## src/rtl/multisim_server_pull_multi.sv

```systemverilog
// Multi-channel buffered pull server.
// Each channel owns a DEPTH-entry prefetch FIFO with a valid/ready head.
// A round-robin scheduler issues at most one server poll per clock.
// An exponential idle backoff throttles polling of channels whose server is empty.
// The server boundary is exposed as ports rather than DPI calls:
//   - server_name_set stands for "server name is non-empty".
//   - start_vld/start_ch replace the per-channel start call.
//   - poll_vld/poll_ch/poll_hit/poll_data replace the packed get-data call.
//     The response is same-cycle, like a function return.
module multisim_server_pull_multi #(
   parameter int NUM_CHANNELS       = 4,
   parameter int DATA_WIDTH         = 64,
   parameter int DEPTH              = 4,
   parameter int DELAY_ACTIVE       = 0,
   parameter int DELAY_INACTIVE_MIN = 1,
   parameter int DELAY_INACTIVE_MAX = 8,
   localparam int CW = (NUM_CHANNELS > 1) ? $clog2(NUM_CHANNELS) : 1,
   localparam int LW = $clog2(DEPTH + 1)
) (
   input  logic                               clk,
   input  logic                               rst_n,
   input  logic                               server_name_set,
   output logic                               start_vld,
   output logic [CW-1:0]                      start_ch,
   output logic                               poll_vld,
   output logic [CW-1:0]                      poll_ch,
   input  logic                               poll_hit,
   input  logic [DATA_WIDTH-1:0]              poll_data,
   input  logic [NUM_CHANNELS-1:0]            data_rdy,
   output logic [NUM_CHANNELS-1:0]            data_vld,
   output logic [NUM_CHANNELS*DATA_WIDTH-1:0] data,
   output logic [NUM_CHANNELS*LW-1:0]         fill_level,
   output logic                               all_idle
);

   localparam int PW    = $clog2(DEPTH);
   localparam int MAXD0 = (DELAY_INACTIVE_MAX > DELAY_INACTIVE_MIN) ? DELAY_INACTIVE_MAX
                                                                    : DELAY_INACTIVE_MIN;
   localparam int MAXD  = (DELAY_ACTIVE > MAXD0) ? DELAY_ACTIVE : MAXD0;
   localparam int BW    = (MAXD < 1) ? 1 : $clog2(MAXD + 1);

   logic                    started_q, started_d;
   logic [CW-1:0]           start_idx_q, start_idx_d;
   logic [CW-1:0]           rr_q, rr_d;
   logic [NUM_CHANNELS-1:0] elig;
   logic [NUM_CHANNELS-1:0] pop;
   logic [NUM_CHANNELS-1:0] busy;

   // Start every channel's server once, in index order, once a name is present.
   always_comb begin
      start_vld   = server_name_set && !started_q;
      start_ch    = start_idx_q;
      start_idx_d = start_idx_q;
      started_d   = started_q;
      if (!server_name_set) begin
         start_idx_d = '0;
         started_d   = 1'b0;
      end else if (!started_q) begin
         if (start_idx_q == CW'(NUM_CHANNELS - 1)) begin
            start_idx_d = '0;
            started_d   = 1'b1;
         end else begin
            start_idx_d = start_idx_q + 1'b1;
         end
      end
   end

   // Start state deliberately ignores rst_n: a reset must not restart the servers.
   always_ff @(posedge clk) begin
      started_q   <= started_d;
      start_idx_q <= start_idx_d;
   end

   // Round-robin pick: the first eligible channel at or after rr_q, wrapping.
   always_comb begin
      int  idx;
      logic found;
      logic [CW-1:0] sel;
      found = 1'b0;
      sel   = '0;
      idx   = 0;
      for (int k = 0; k < NUM_CHANNELS; k++) begin
         idx = int'(rr_q) + k;
         if (idx >= NUM_CHANNELS) idx = idx - NUM_CHANNELS;
         if (!found && elig[idx[CW-1:0]]) begin
            found = 1'b1;
            sel   = idx[CW-1:0];
         end
      end
      poll_vld = found;
      poll_ch  = sel;
      if (!found)
         rr_d = rr_q;
      else if (sel == CW'(NUM_CHANNELS - 1))
         rr_d = '0;
      else
         rr_d = sel + 1'b1;
   end

   // Round-robin pointer register.
   always_ff @(posedge clk or negedge rst_n) begin
      if (!rst_n) rr_q <= '0;
      else        rr_q <= rr_d;
   end

   assign all_idle = ~|busy;

   for (genvar gi = 0; gi < NUM_CHANNELS; gi++) begin : g_ch
      logic [BW-1:0]         bo_q, bo_d;
      logic [BW-1:0]         dly_q, dly_d;
      logic [PW-1:0]         wr_q, wr_d;
      logic [PW-1:0]         rd_q, rd_d;
      logic [LW-1:0]         cnt_q, cnt_d;
      logic [DATA_WIDTH-1:0] mem_q [DEPTH];
      logic                  sel_me;
      logic                  push;
      int                    next_dly;

      assign sel_me   = poll_vld && (poll_ch == CW'(gi));
      assign push     = sel_me && poll_hit;
      assign pop[gi]  = (cnt_q != '0) && data_rdy[gi];
      // A full FIFO stays eligible when its head leaves this same cycle.
      assign elig[gi] = rst_n && started_q && (bo_q == '0) &&
                        ((cnt_q < LW'(DEPTH)) || pop[gi]);
      assign busy[gi] = (cnt_q != '0) || (started_q && (bo_q == '0));

      assign data_vld[gi]                          = (cnt_q != '0);
      assign data[gi*DATA_WIDTH +: DATA_WIDTH]     = (cnt_q != '0) ? mem_q[rd_q] : '0;
      assign fill_level[gi*LW +: LW]               = cnt_q;

      // Backoff and FIFO pointer next-state.
      always_comb begin
         next_dly = 2 * int'(dly_q);
         if (next_dly < DELAY_INACTIVE_MIN) next_dly = DELAY_INACTIVE_MIN;
         if (next_dly > DELAY_INACTIVE_MAX) next_dly = DELAY_INACTIVE_MAX;
         bo_d  = bo_q;
         dly_d = dly_q;
         if (sel_me) begin
            if (poll_hit) begin
               bo_d  = BW'(DELAY_ACTIVE);
               dly_d = '0;
            end else begin
               bo_d  = BW'(next_dly);
               dly_d = BW'(next_dly);
            end
         end else if (bo_q != '0) begin
            bo_d = bo_q - 1'b1;
         end
         wr_d  = push    ? wr_q + 1'b1 : wr_q;
         rd_d  = pop[gi] ? rd_q + 1'b1 : rd_q;
         cnt_d = cnt_q;
         if (push && !pop[gi])      cnt_d = cnt_q + 1'b1;
         else if (!push && pop[gi]) cnt_d = cnt_q - 1'b1;
      end

      // Channel control state; reset discards anything still buffered.
      always_ff @(posedge clk or negedge rst_n) begin
         if (!rst_n) begin
            bo_q  <= '0;
            dly_q <= '0;
            wr_q  <= '0;
            rd_q  <= '0;
            cnt_q <= '0;
         end else begin
            bo_q  <= bo_d;
            dly_q <= dly_d;
            wr_q  <= wr_d;
            rd_q  <= rd_d;
            cnt_q <= cnt_d;
         end
      end

      // Payload storage; occupancy alone decides what is valid.
      always_ff @(posedge clk) begin
         if (push) mem_q[wr_q] <= poll_data;
      end
   end

endmodule

```

## config.mk

```make
export PLATFORM = sky130hd
export DESIGN_NAME = multisim_server_pull_multi
export DESIGN_NICKNAME = d
export VERILOG_FILES = /design/src/rtl/multisim_server_pull_multi.sv
export SDC_FILE = /design/constraint.sdc
export NUM_CORES = 1
export LEC_CHECK = 0
export CAP_MARGIN = 20
export CORE_ASPECT_RATIO = 0.75
export CORE_UTILIZATION = 58
export DETAILED_ROUTE_END_ITERATION = 12
export PLACE_DENSITY = 0.84
export SYNTH_ARGS = -nofsm -noshare
export SYNTH_HDL_FRONTEND = slang
export SYNTH_SLANG_ARGS = --single-unit
```

## constraint.sdc

```tcl
create_clock -name clk -period 5.11 [get_ports clk]
set_input_delay 0.7665 -clock clk [delete_from_list [all_inputs] [get_ports clk]]
set_output_delay 0.7665 -clock clk [all_outputs]
set_load 0.05 [all_outputs]
```

==> metrics, run 1 <==
run status=complete, no violations; Critical Path Source=g_ch[1].bo_q[0]$_DFFE_PN0P_; max-slew violation count=0; Setup crit end=poll_ch[0]; setup TNS=0 ns; reg2reg path depth=11; Yosys Warn Count=0; DRC errors left=0; Total Nets Final=2476; I/O pin cnt=351; post-route clock period utilization=86.9%; R2R Path End=g_ch[1].mem_q[1][11]$_DFFE_PP_; WP buf/inv=2; Netlist cell types=46; fraction of registers with async set/reset=5.69%; Detail Placement HPWL=59400 um; buffers added on ports=350; kind of cell adding the most delay to the critical path=simple AND/OR/NAND/NOR gates; CTS Buffer Depth=3; Peak VDD IR=0.611 mV; via count=21.3k; Post-synth EDFFs=1024; initial DRC count=2542; Hold Buf Count CTS=0; instance count on the critical path=7; DR WL/cell=30.4 um; Std-Cell Rows=85; MaxCap Viol Count=0; die width=314 um; final core occ=69.9%; Final Hold Viols=0; crit path max fanout=12; Reg area=32400 um^2; slowest CP cell=clkdlybuf4s50_1; CP required=4.34 ns; GPL Wtd Cong=0.844; DRT antenna net count=0; GRT overflow=0; area share of the largest cell type after synthesis=72.6%; area delta synth->final=18.8%; DIE AREA=74100 um^2; global-route wire length before repair=150000 um; kind of critical path=flop to primary output; CP endpoint kind=primary output; pin count of the biggest net entering global routing=69; Top FF cell, synth=edfxtp_1; CTS tree=done; power per cell area=625 nW/um^2; Via density=6.28; Max stage delay on crit path=0.82 ns; CP arrival=3.68 ns; htree depth=3; HP Class=input pin to asynchronous set/reset pin; Leak=16.2 nW; R2R Path Start=g_ch[1].bo_q[0]$_DFFE_PN0P_; most common cell after layout, fill and taps aside=edfxtp_1; initial antenna violation count=7; clk root buf=clkbuf_16; critical-path cell list=inv_1 -> ha_1 -> or3b_1 -> or3_4 -> a21oi_1 -> o221a_2 -> clkdlybuf4s50_1; GR Util All Layers=28.3%; DRT Wirelength=103000 um; Synth Cell Area=42300 um^2; most frequent cells in the layout=1024 x edfxtp_1, 349 x clkdlybuf4s50_1, 256 x mux4_2, 256 x and2_1, 102 x clkbuf_16; TritonCTS buffer count=99; RSZ-0062 raised after global routing=false; worst-skew pair later-pin latency=0.67 ns; Post-Syn Nets=2089; Relative slew margins=23.4%; Worst-path clk slew=0.06 ns; clock skew=0.0290 ns; worst reg2reg setup slack=0.83 ns; share of cells above drive strength 1=19.4%; Core Area=72000 um^2; Syn Area/Cell=21.4 um^2; 1st-pass router iterations=5; top cell type by total area after synthesis=edfxtp_1; Seq/Total Area, Yosys=76.4%; Fmax achieved=225 MHz; flops & latches, synth=1089; worst slew pin tran=1.15 ns; synthesized instance count=1980; Initial Util=58.8%; vias in the first global route=21.9k; multi-input logic area=9520 um^2; Power Total=0.0315 W; post-CTS setup buffer count=0; CTS resizes=0; Die Y=236 um; fillers=4142; Final min period=4.44 ns; top cells by area, synth=edfxtp_1 73%, mux4_2 14%, and2_1 4.0%; Sink Count=1089; CP Launch Type=flop; final setup violation count=0
==> through the flow <==
step / cells / hold slack, ns / area, um^2 / worst slack (ns)
after detailed placement: 3223 / 0.540 / 47200 / 0.724
after CTS: 3399 / 0.0365 / 50300 / 0.696
after global routing: 3399 / 0.0590 / 50300 / 0.534
final: 3400 / 0.0532 / 50300 / 0.668
after floorplan: 1980 / 0.471 / 42400 / 0.350
after global placement: 3223 / 0.526 / 47200 / 0.967
==> area by class of cell <==
cell class | count | share of cell area (%)
Clock inverter | 51 | 0.858
Clock buffer | 125 | 5.26
Inverter | 33 | 0.246
Multi-Input combinational cell | 761 | 18.9
Tap cell | 957 | 2.38
Timing Repair Buffer | 383 | 7.94
Antenna cell | 1 | 0.00497
Sequential cell | 1089 | 64.4
==> cell usage after synthesis (3+ instances only) <==
| library cell | count |
|---|---|
| edfxtp_1 | 1024 |
| and2_1 | 272 |
| mux4_2 | 256 |
| dfrtp_1 | 62 |
| clkbuf_1 | 53 |
| ha_1 | 33 |
| inv_1 | 33 |
| mux2i_1 | 30 |
| nand2_1 | 23 |
| buf_2 | 22 |
| buf_1 | 21 |
| xnor2_1 | 20 |
| xor2_1 | 12 |
| nand3_1 | 11 |
| a21oi_1 | 10 |
| nor2_1 | 10 |
| nor3_1 | 10 |
| or3_1 | 9 |
| mux2_2 | 7 |
| nand2b_1 | 6 |
| a2bb2oi_1 | 4 |
| a41oi_1 | 4 |
| fa_1 | 4 |
| nor2b_1 | 4 |
| o21bai_1 | 4 |
| o41a_1 | 4 |
| and3_1 | 3 |
| dfxtp_1 | 3 |
| nor3b_2 | 3 |
| o21ai_0 | 3 |
==> worst min-delay path by stage <==
stage | startpoint | end | slack, ns | cells after the start
floorplan | rst_n | g_ch[0].bo_q[0]$_DFFE_PN0P_ | 0.47 | 0
global placement | g_ch[1].dly_q[0]$_DFFE_PN0P_ | g_ch[1].dly_q[0]$_DFFE_PN0P_ | 0.53 | 2
detailed placement | g_ch[1].dly_q[0]$_DFFE_PN0P_ | g_ch[1].dly_q[0]$_DFFE_PN0P_ | 0.54 | 2
CTS | rst_n | g_ch[0].wr_q[0]$_DFFE_PN0P_ | 0.04 | 1
global route | rst_n | g_ch[0].rd_q[1]$_DFFE_PN0P_ | 0.06 | 1
finish | rst_n | g_ch[1].cnt_q[1]$_DFFE_PN0P_ | 0.05 | 1
==> metal layers <==
metal,share of wire [%],global-route usage (%)
met5,0.029,0
met4,2.9,8.20
met3,9.9,6.11
met2,49,45.6
met1,38,39.6
==> report_power, final <==
part	total [W]	internal (W)	switching [W]
clock network	0.00717	0.00397	0.00320
logic	0.0133	0.00508	0.00826
registers	0.0110	0.00997	0.000979
total	0.0315	0.0190	0.0124
==> sequential cells by signal, summed over array words and instances, names as in the netlist <==
register / count
g_ch.dly_q: 16
start_ch: 2
started_q: 1
rr_q: 2
g_ch.cnt_q: 12
g_ch.wr_q: 8
g_ch.rd_q: 8
g_ch.bo_q: 16
g_ch.mem_q: 1024
==> kinds of logic after synthesis <==
kind of cell | synth area share, %
buffers and inverters | 1.24
XOR/XNOR | 0.662
adder cells (fa/ha/maj) | 1.16
AND/OR/NAND/NOR | 5.08
flip-flops | 76.4
multiplexers | 14.6
AO/OA/AOI/OAI | 0.845
No activity file was read; power rests on OpenSTA's default activity.
==> run 2, diff against run 1 <==
--- a/config.mk
+++ b/config.mk
@@ -8,8 +8,10 @@
 export CAP_MARGIN = 20
 export CORE_ASPECT_RATIO = 0.75
 export CORE_UTILIZATION = 58
+export CTS_CLUSTER_SIZE = 24
 export DETAILED_ROUTE_END_ITERATION = 12
 export PLACE_DENSITY = 0.84
 export SYNTH_ARGS = -nofsm -noshare
 export SYNTH_HDL_FRONTEND = slang
 export SYNTH_SLANG_ARGS = --single-unit
+export TNS_END_PERCENT = 5
==> metrics, run 2 (synthesized netlist as in run 1, its figures left out) <==
Final min period=4.58 ns (+0.135 ns); design area=50500 um^2 (+0.47%); kind of critical path=flop to primary output; CTS tree=done; Sink Count=1089 (unchanged); Total Nets Final=2486 (+0.40%); fillers=4025 (-2.8%); HP Class=input pin to asynchronous set/reset pin; initial DRC count=2805 (+10%); global-route wire length before repair=161000 um (+7.6%); power per cell area=631 nW/um^2 (+0.81%); htree depth=3 (unchanged); critical-path cell list=inv_1 -> ha_1 -> or3b_1 -> nor3_1 -> or3_1 -> o221a_2 -> clkdlybuf4s50_1; Relative slew margins=19.9% (-3.6 points); clock skew=0.0254 ns (-0.00359 ns); Die Y=236 um (unchanged); Detail Placement HPWL=64200 um (+8.1%); final hold slack=0.393 ns (+0.340 ns); DIE AREA=74100 um^2 (unchanged); via count=22.2k (+4.0%); final worst slack=0.533 ns (-0.135 ns); final core occ=70.2% (+0.33 points); Core Area=72000 um^2 (unchanged); GPL Wtd Cong=0.853 (+0.97%); post-CTS setup buffer count=0 (unchanged); TritonCTS buffer count=98 (-1.0%); Hold Buf Count CTS=0 (unchanged); final cell count without fillers=3423 (+0.68%); DRT Wirelength=112000 um (+8.0%); top layer used by detailed routing=met5; Leak=16.3 nW (+0.53%); final setup violation count=0 (unchanged); Final Hold Viols=0 (unchanged); CP Launch Type=flop; I/O pin cnt=351 (unchanged); Fmax achieved=218 MHz (-2.9%); most frequent cells in the layout=1024 x edfxtp_1, 349 x clkdlybuf4s50_1, 256 x mux4_2, 256 x and2_1, 100 x clkbuf_16; Via density=6.48 (+3.3%); most common cell after layout, fill and taps aside=edfxtp_1; DRC errors left=0 (unchanged); DR WL/cell=32.6 um (+7.3%); area delta synth->final=19.4%; kind of cell adding the most delay to the critical path=simple AND/OR/NAND/NOR gates; slowest CP cell=clkdlybuf4s50_1; die width=314 um (unchanged); GRT overflow=0 (unchanged); Peak VDD IR=0.866 mV (+42%); max reg flops=1024 (unchanged); Placed Instances=3234 (+0.34%); CP endpoint kind=primary output; MaxCap Viol Count=0 (unchanged); worst slew pin tran=1.20 ns (+0.0533 ns); share of cells above drive strength 1=20.2% (+0.78 points); vias in the first global route=23.0k (+5.0%); post-route clock period utilization=89.6% (+2.6 points); WL met1=40900 um (+4.7%); DRT antenna net count=0 (unchanged); CTS Buffer Depth=3 (unchanged); Worst-path clk slew=0.07 ns (about the same); met3 routed WL=12400 um (+21%); Regs by FF count=g_ch.mem_q x1024, g_ch.bo_q x16, g_ch.dly_q x16; Top reg by flops=g_ch.mem_q; worst-skew pair later-pin latency=0.67 ns (about the same); crit path max fanout=7 (-5); RSZ-0062 raised after global routing=false; Area after DPL=47300 um^2 (+0.20%); Max stage delay on crit path=0.86 ns (+0.04 ns); CP required=4.34 ns (about the same); 1st-pass router iterations=5 (unchanged); CTS resizes=0 (unchanged); Met2 Wirelength=55400 um (+8.6%); run status=complete, no violations; clk root buf=clkbuf_16; max-slew violation count=0 (unchanged); buffers added on ports=350 (unchanged); WP buf/inv=2 (unchanged); initial antenna violation count=7 (unchanged); GR Util All Layers=30.7% (+2.3 points); Initial Util=58.8% (unchanged); worst slack, placed=0.753 ns (+0.0292 ns); Std-Cell Rows=85 (unchanged); CP arrival=3.81 ns (+0.13 ns); pin count of the biggest net entering global routing=69 (unchanged)
run 2: power breakdown:
group | switching (W) | internal, W | leakage, nW
Combinational | 0.00844 | 0.00506 | 4.85
Clock | 0.00332 | 0.00412 | 1.55
Sequential | 0.000956 | 0.00997 | 9.93
Total | 0.0127 | 0.0192 | 16.3
run 2: layout make-up:
type / instances / area (um^2) / share of cell area (%)
antenna: 4 / 10.0 / 0.0198
sequential: 1089 / 32400 / 64.1
timing repair buffer: 394 / 4090 / 8.09
clock inverter: 68 / 648 / 1.28
multi-input combinational: 761 / 9520 / 18.8
clock buffer: 117 / 2570 / 5.08
tap: 957 / 1200 / 2.37
inverter: 33 / 124 / 0.245
run 2: final timing paths:
check                                                       to  slack [ns]                         start  cells after the start
worst min-delay path               g_ch[1].bo_q[3]$_DFFE_PN0P_        0.39                         rst_n                      2
worst max register to register  g_ch[3].mem_q[0][20]$_DFFE_PP_        0.70   g_ch[1].bo_q[0]$_DFFE_PN0P_                     11
worst min register to register    g_ch[1].cnt_q[2]$_DFFE_PN0P_        0.54  g_ch[1].cnt_q[2]$_DFFE_PN0P_                      1
max in group asynchronous          g_ch[1].rd_q[0]$_DFFE_PN0P_        4.06                         rst_n                      2
min in group clk                  g_ch[1].cnt_q[2]$_DFFE_PN0P_        0.54  g_ch[1].cnt_q[2]$_DFFE_PN0P_                      1
worst max-delay path                                poll_ch[0]        0.53   g_ch[1].bo_q[0]$_DFFE_PN0P_                      7
run 2: per-layer routing:
layer | global-route usage [%] | vias to the layer above
li1 | - | 8715
met1 | 43.0 | 11635
met5 | 0 | -
met3 | 6.23 | 201
met2 | 50.0 | 1637
met4 | 7.86 | 8
run 2: through the flow:
stage / TNS, ns / power [W]
after global placement: 0 / 0.0243
after CTS: 0 / 0.0319
after detailed placement: 0 / 0.0245
after global routing: 0 / 0.0327
final: 0 / 0.0319
after floorplan: -9.19 / 0.0196
==> run 3, diff against run 2 <==
--- a/config.mk
+++ b/config.mk
@@ -6,7 +6,7 @@
 export NUM_CORES = 1
 export LEC_CHECK = 0
 export CAP_MARGIN = 20
-export CORE_ASPECT_RATIO = 0.75
+export CORE_ASPECT_RATIO = 0.6
 export CORE_UTILIZATION = 58
 export CTS_CLUSTER_SIZE = 24
 export DETAILED_ROUTE_END_ITERATION = 12
==> metrics, run 3 (synthesized netlist as in run 1, its figures left out) <==
run status=complete, no violations; Core Area=72000 um^2 (about the same); initial DRC count=2918 (+4.0%); R2R Path Start=g_ch[0].bo_q[0]$_DFFE_PN0P_; global-route wire length before repair=156000 um (-3.0%); area delta synth->final=18.5%; most frequent cells in the layout=1024 x edfxtp_1, 349 x clkdlybuf4s50_1, 256 x mux4_2, 256 x and2_1, 94 x clkbuf_16; critical-path cell list=inv_1 -> ha_1 -> nor3b_2 -> nand3_1 -> o21ai_0 -> a21oi_1 -> clkdlybuf4s50_1; post-CTS setup buffer count=0 (unchanged); MaxCap Viol Count=0 (unchanged); vias in the first global route=22.5k (-2.3%); DRT Wirelength=108000 um (-2.9%); met1 Use GR=42.2% (-0.81 points); Hold Buf Count CTS=0 (unchanged); share of cells above drive strength 1=19.3% (-0.85 points); HP Class=input pin to asynchronous set/reset pin; Total Nets Final=2471 (-0.60%); Critical Path Source=g_ch[0].bo_q[0]$_DFFE_PN0P_; slowest CP cell=clkdlybuf4s50_1; Std-Cell Rows=76 (-11%); Fmax achieved=214 MHz (-2.2%); worst-skew pair later-pin latency=0.66 ns (about the same); crit path max fanout=10 (+3); Via density=6.43 (-0.91%); Die Y=211 um (-10%); die width=351 um (+12%); power per cell area=626 nW/um^2 (-0.69%); via count=21.9k (-1.2%); CTS tree=done; CP arrival=3.91 ns (+0.10 ns); Final Hold Viols=0 (unchanged); R2R Path End=g_ch[1].mem_q[0][47]$_DFFE_PP_; most common cell after layout, fill and taps aside=edfxtp_1; Leak=16.2 nW (-1.0%); CTS resizes=0 (unchanged); Relative slew margins=20.2% (+0.39 points); max-slew violation count=0 (unchanged); CTS Buffer Depth=3 (unchanged); 1st-pass router iterations=6 (+1); DRT antenna net count=0 (unchanged); pin count of the biggest net entering global routing=69 (unchanged); TritonCTS buffer count=93 (-5.1%); worst slack, placed=0.651 ns (-0.102 ns); gr busiest metal=met2; Detail Placement HPWL=60800 um (-5.3%); Sink Count=1089 (unchanged); GPL Wtd Cong=0.882 (+3.4%); Final min period=4.68 ns (+0.103 ns); I/O pin cnt=351 (unchanged); Initial Util=58.8% (about the same); DRC errors left=0 (unchanged); worst slew pin tran=1.20 ns (-0.00590 ns); RSZ-0062 raised after global routing=false; Regs by FF count=g_ch.mem_q x1024, g_ch.bo_q x16, g_ch.dly_q x16; CP Launch Type=flop; max reg flops=1024 (unchanged); CP required=4.34 ns (about the same); buffers added on ports=350 (unchanged); Max stage delay on crit path=0.74 ns (-0.12 ns); GR Util met2=47.8% (-2.1 points); final setup violation count=0 (unchanged); Peak VDD IR=0.729 mV (-16%); Top reg by flops=g_ch.mem_q; final worst slack=0.431 ns (-0.103 ns); GRT overflow=0 (unchanged); kind of critical path=flop to primary output; worst reg2reg setup slack=0.48 ns (-0.22 ns); post-route clock period utilization=91.6% (+2.0 points); DIE AREA=74100 um^2 (about the same); Worst-path clk slew=0.07 ns (about the same); GR Util All Layers=29.9% (-0.76 points); clock skew=0.0331 ns (+0.00766 ns); CP endpoint kind=primary output; setup TNS=0 ns (unchanged); reg2reg path depth=11 (unchanged); clk root buf=clkbuf_16; met3 GRT Util=6.28% (+0.049 points); DR WL/cell=31.8 um (-2.6%); htree depth=3 (unchanged); initial antenna violation count=2 (-5)
-- run 3: per-layer routing --
layer	share of wire (%)	vias to the layer above
met5	0.025	-
met4	3.2	4
met3	12	229
met2	49	1587
met1	36	11414
li1	-	8690
-- run 3: worst max-delay path, delay by kind of cell (launching register included) --
family,cells,cell delay [ns]
fa+ha+maj,1,0.20
flops,1,0.39
buf+inv,2,0.89
simple gates,2,1.12
compound gates,2,0.65
-- run 3: stage by stage --
step,power [W],cells,area [um^2],hold slack (ns),utilization (%)
floorplan,0.0196,1980,42300,0.471,-
global placement,0.0242,3242,47200,0.514,65.6
detailed placement,0.0244,3242,47200,0.514,65.6
finish,0.0314,3412,50200,0.154,69.7
global route,0.0323,3411,50200,0.158,69.7
CTS,0.0316,3411,50200,0.130,69.7
-- run 3: worst max-delay path by stage --
stage	endpoint	slack, ns	cells after the start
floorplan	g_ch[3].mem_q[2][0]$_DFFE_PP_	-0.02	10
global placement	g_ch[1].mem_q[1][39]$_DFFE_PP_	0.90	10
detailed placement	g_ch[1].mem_q[0][27]$_DFFE_PP_	0.65	10
CTS	poll_ch[1]	0.52	7
global route	poll_ch[1]	0.18	7
finish	poll_ch[1]	0.43	7
-- run 3: layout make-up --
cell class	count	area, um^2
Antenna cell	1	2.50
Clock buffer	109	2410
Clock inverter	60	573
Fill cell	4102	21800
Inverter	33	124
Multi-Input combinational cell	761	9510
Sequential cell	1089	32400
Tap cell	975	1220
Timing Repair Buffer	384	3970
-- run 3: report_power, final --
group,leakage (nW),switching [W],internal [W]
Combinational,4.78,0.00832,0.00506
Clock,1.44,0.00323,0.00389
Sequential,9.93,0.000962,0.00997
Total,16.2,0.0125,0.0189
==> patch, RTL diff (flow settings as in run 2) <==
Set the parameter `NUM_CHANNELS` to 2 (it was 4).
--- a/src/rtl/multisim_server_pull_multi.sv
+++ b/src/rtl/multisim_server_pull_multi.sv
@@ -10,3 +10,3 @@
 module multisim_server_pull_multi #(
-   parameter int NUM_CHANNELS       = 4,
+   parameter int NUM_CHANNELS       = 2,
    parameter int DATA_WIDTH         = 64,
Interface: changed (6 resized); port bits go from 351 to 211. No check against the original RTL was run, so the function may have changed too.
==> patch against run 2 <==
- cell area is 50% lower
- clock skew down 0.0019 ns
- count of clock-buffer cells in the layout shrank 50
- worst setup slack better by 0.47 ns
- synthesized area is 50% lower
- wire length down 60%
- combinational power fell by 52%
- largest power group unchanged
- global-route usage is 6.1 points lower
- sequential cell count decreased by 544
- non-clock buffer count down 161
- largest cell class unchanged
- worst hold slack better by 0.12 ns
- power fell by 51%
==> patch: results (changes against run 2) <==
{
  "route": {
    "via_per_inst": {"value": 6.013, "change": "-7.3%"},
    "drt-total-wl": {"value": 44.55, "unit": "mm", "change": "-60%"},
    "avgRoutedWirePerCell": {"value": 25.81, "unit": "µm", "change": "-21%"}
  },
  "cells_and_area": {
    "design.final.nets": {"value": 1305, "change": "-48%"},
    "final_layout_size_suffix_gt1_share": {"value": 20.24, "unit": "%", "change": "+0.051 points"}
  },
  "cts": {
    "tritoncts.num_buffers": {"value": 51, "change": "-48%"},
    "cts-htree-levels": {"value": 2, "change": "-1"}
  },
  "run_status": {
    "run_status": "finished clean"
  },
  "global_routing": {
    "groute.usage.overall": {"value": 24.55, "unit": "%", "change": "-6.1 points"},
    "gr-usage-met3": {"value": 3.755, "unit": "%", "change": "-2.5 points"},
    "grtUsageMet1": {"value": 34.37, "unit": "%", "change": "-8.6 points"}
  },
  "synthesis": {
    "synthesis.nets": {"value": 1064, "change": "-49%"},
    "synth_async_sr_flop_share": {"value": 5.688, "unit": "%", "change": "about the same"},
    "syn_avg_cell_area": {"value": 21.59, "unit": "µm²", "change": "+0.94%"},
    "synth_seq_area_share": {"value": 76.69, "unit": "%", "change": "+0.26 points"},
    "synth.mux.area_fraction": {"value": 14.19, "unit": "%", "change": "-0.39 points"},
    "synth_cell_types": {"value": 55, "change": "+20%"}
  },
  "placement": {
    "dp_slack": {"value": 1.270, "unit": "ns", "change": "+0.5171 ns"},
    "placed_cell_area": {"value": 0.02385, "unit": "mm²", "change": "-50%"}
  },
  "sta": {
    "fin_worst_skew": {"value": 0.02357, "unit": "ns", "change": "-0.001880 ns"},
    "hold_ws": {"value": 0.5125, "unit": "ns", "change": "+0.1193 ns"}
  },
  "setup_path": {
    "cpPeakStageDelay": {"value": 0.92, "unit": "ns", "change": "+0.06 ns"},
    "cp.arrival": {"value": 3.34, "unit": "ns", "change": "-0.47 ns"},
    "slowest_stage_cell_on_the_critical_path": "sky130_fd_sc_hd__dfrtp_4"
  },
  "hold_path": {
    "hp-class": "flip-flop to flip-flop"
  }
}
[patch: final timing paths]
kind,start,end,depth (start not counted)
setup / recovery,g_ch[1].rd_q[0],data[92],4
hold / removal,g_ch[1].dly_q[3],g_ch[1].dly_q[3],2
setup reg to reg,g_ch[1].bo_q[0],g_ch[1].mem_q[3][2],7
hold reg to reg,g_ch[1].dly_q[3],g_ch[1].dly_q[3],2
max in group asynchronous,rst_n,g_ch[0].rd_q[0],2
min in group asynchronous,rst_n,g_ch[1].dly_q[3],2
[patch: final cells by class]
type | instances | area, µm²
Sequential cell | 545 | 16210
Fill cell | 2126 | 10470
Multi-Input combinational cell | 375 | 4686
Timing Repair Buffer | 233 | 2325
Clock buffer | 67 | 1398
Tap cell | 465 | 581.8
Clock inverter | 27 | 167.7
Inverter | 13 | 48.80
Antenna cell | 1 | 2.502
[patch: routing by layer]
metal  vias to the layer above  wire, µm
met5                         -        27
met4                         4       845
met3                        69      3137
met2                       441     22150
met1                      5449     18390
li1                       4415         -
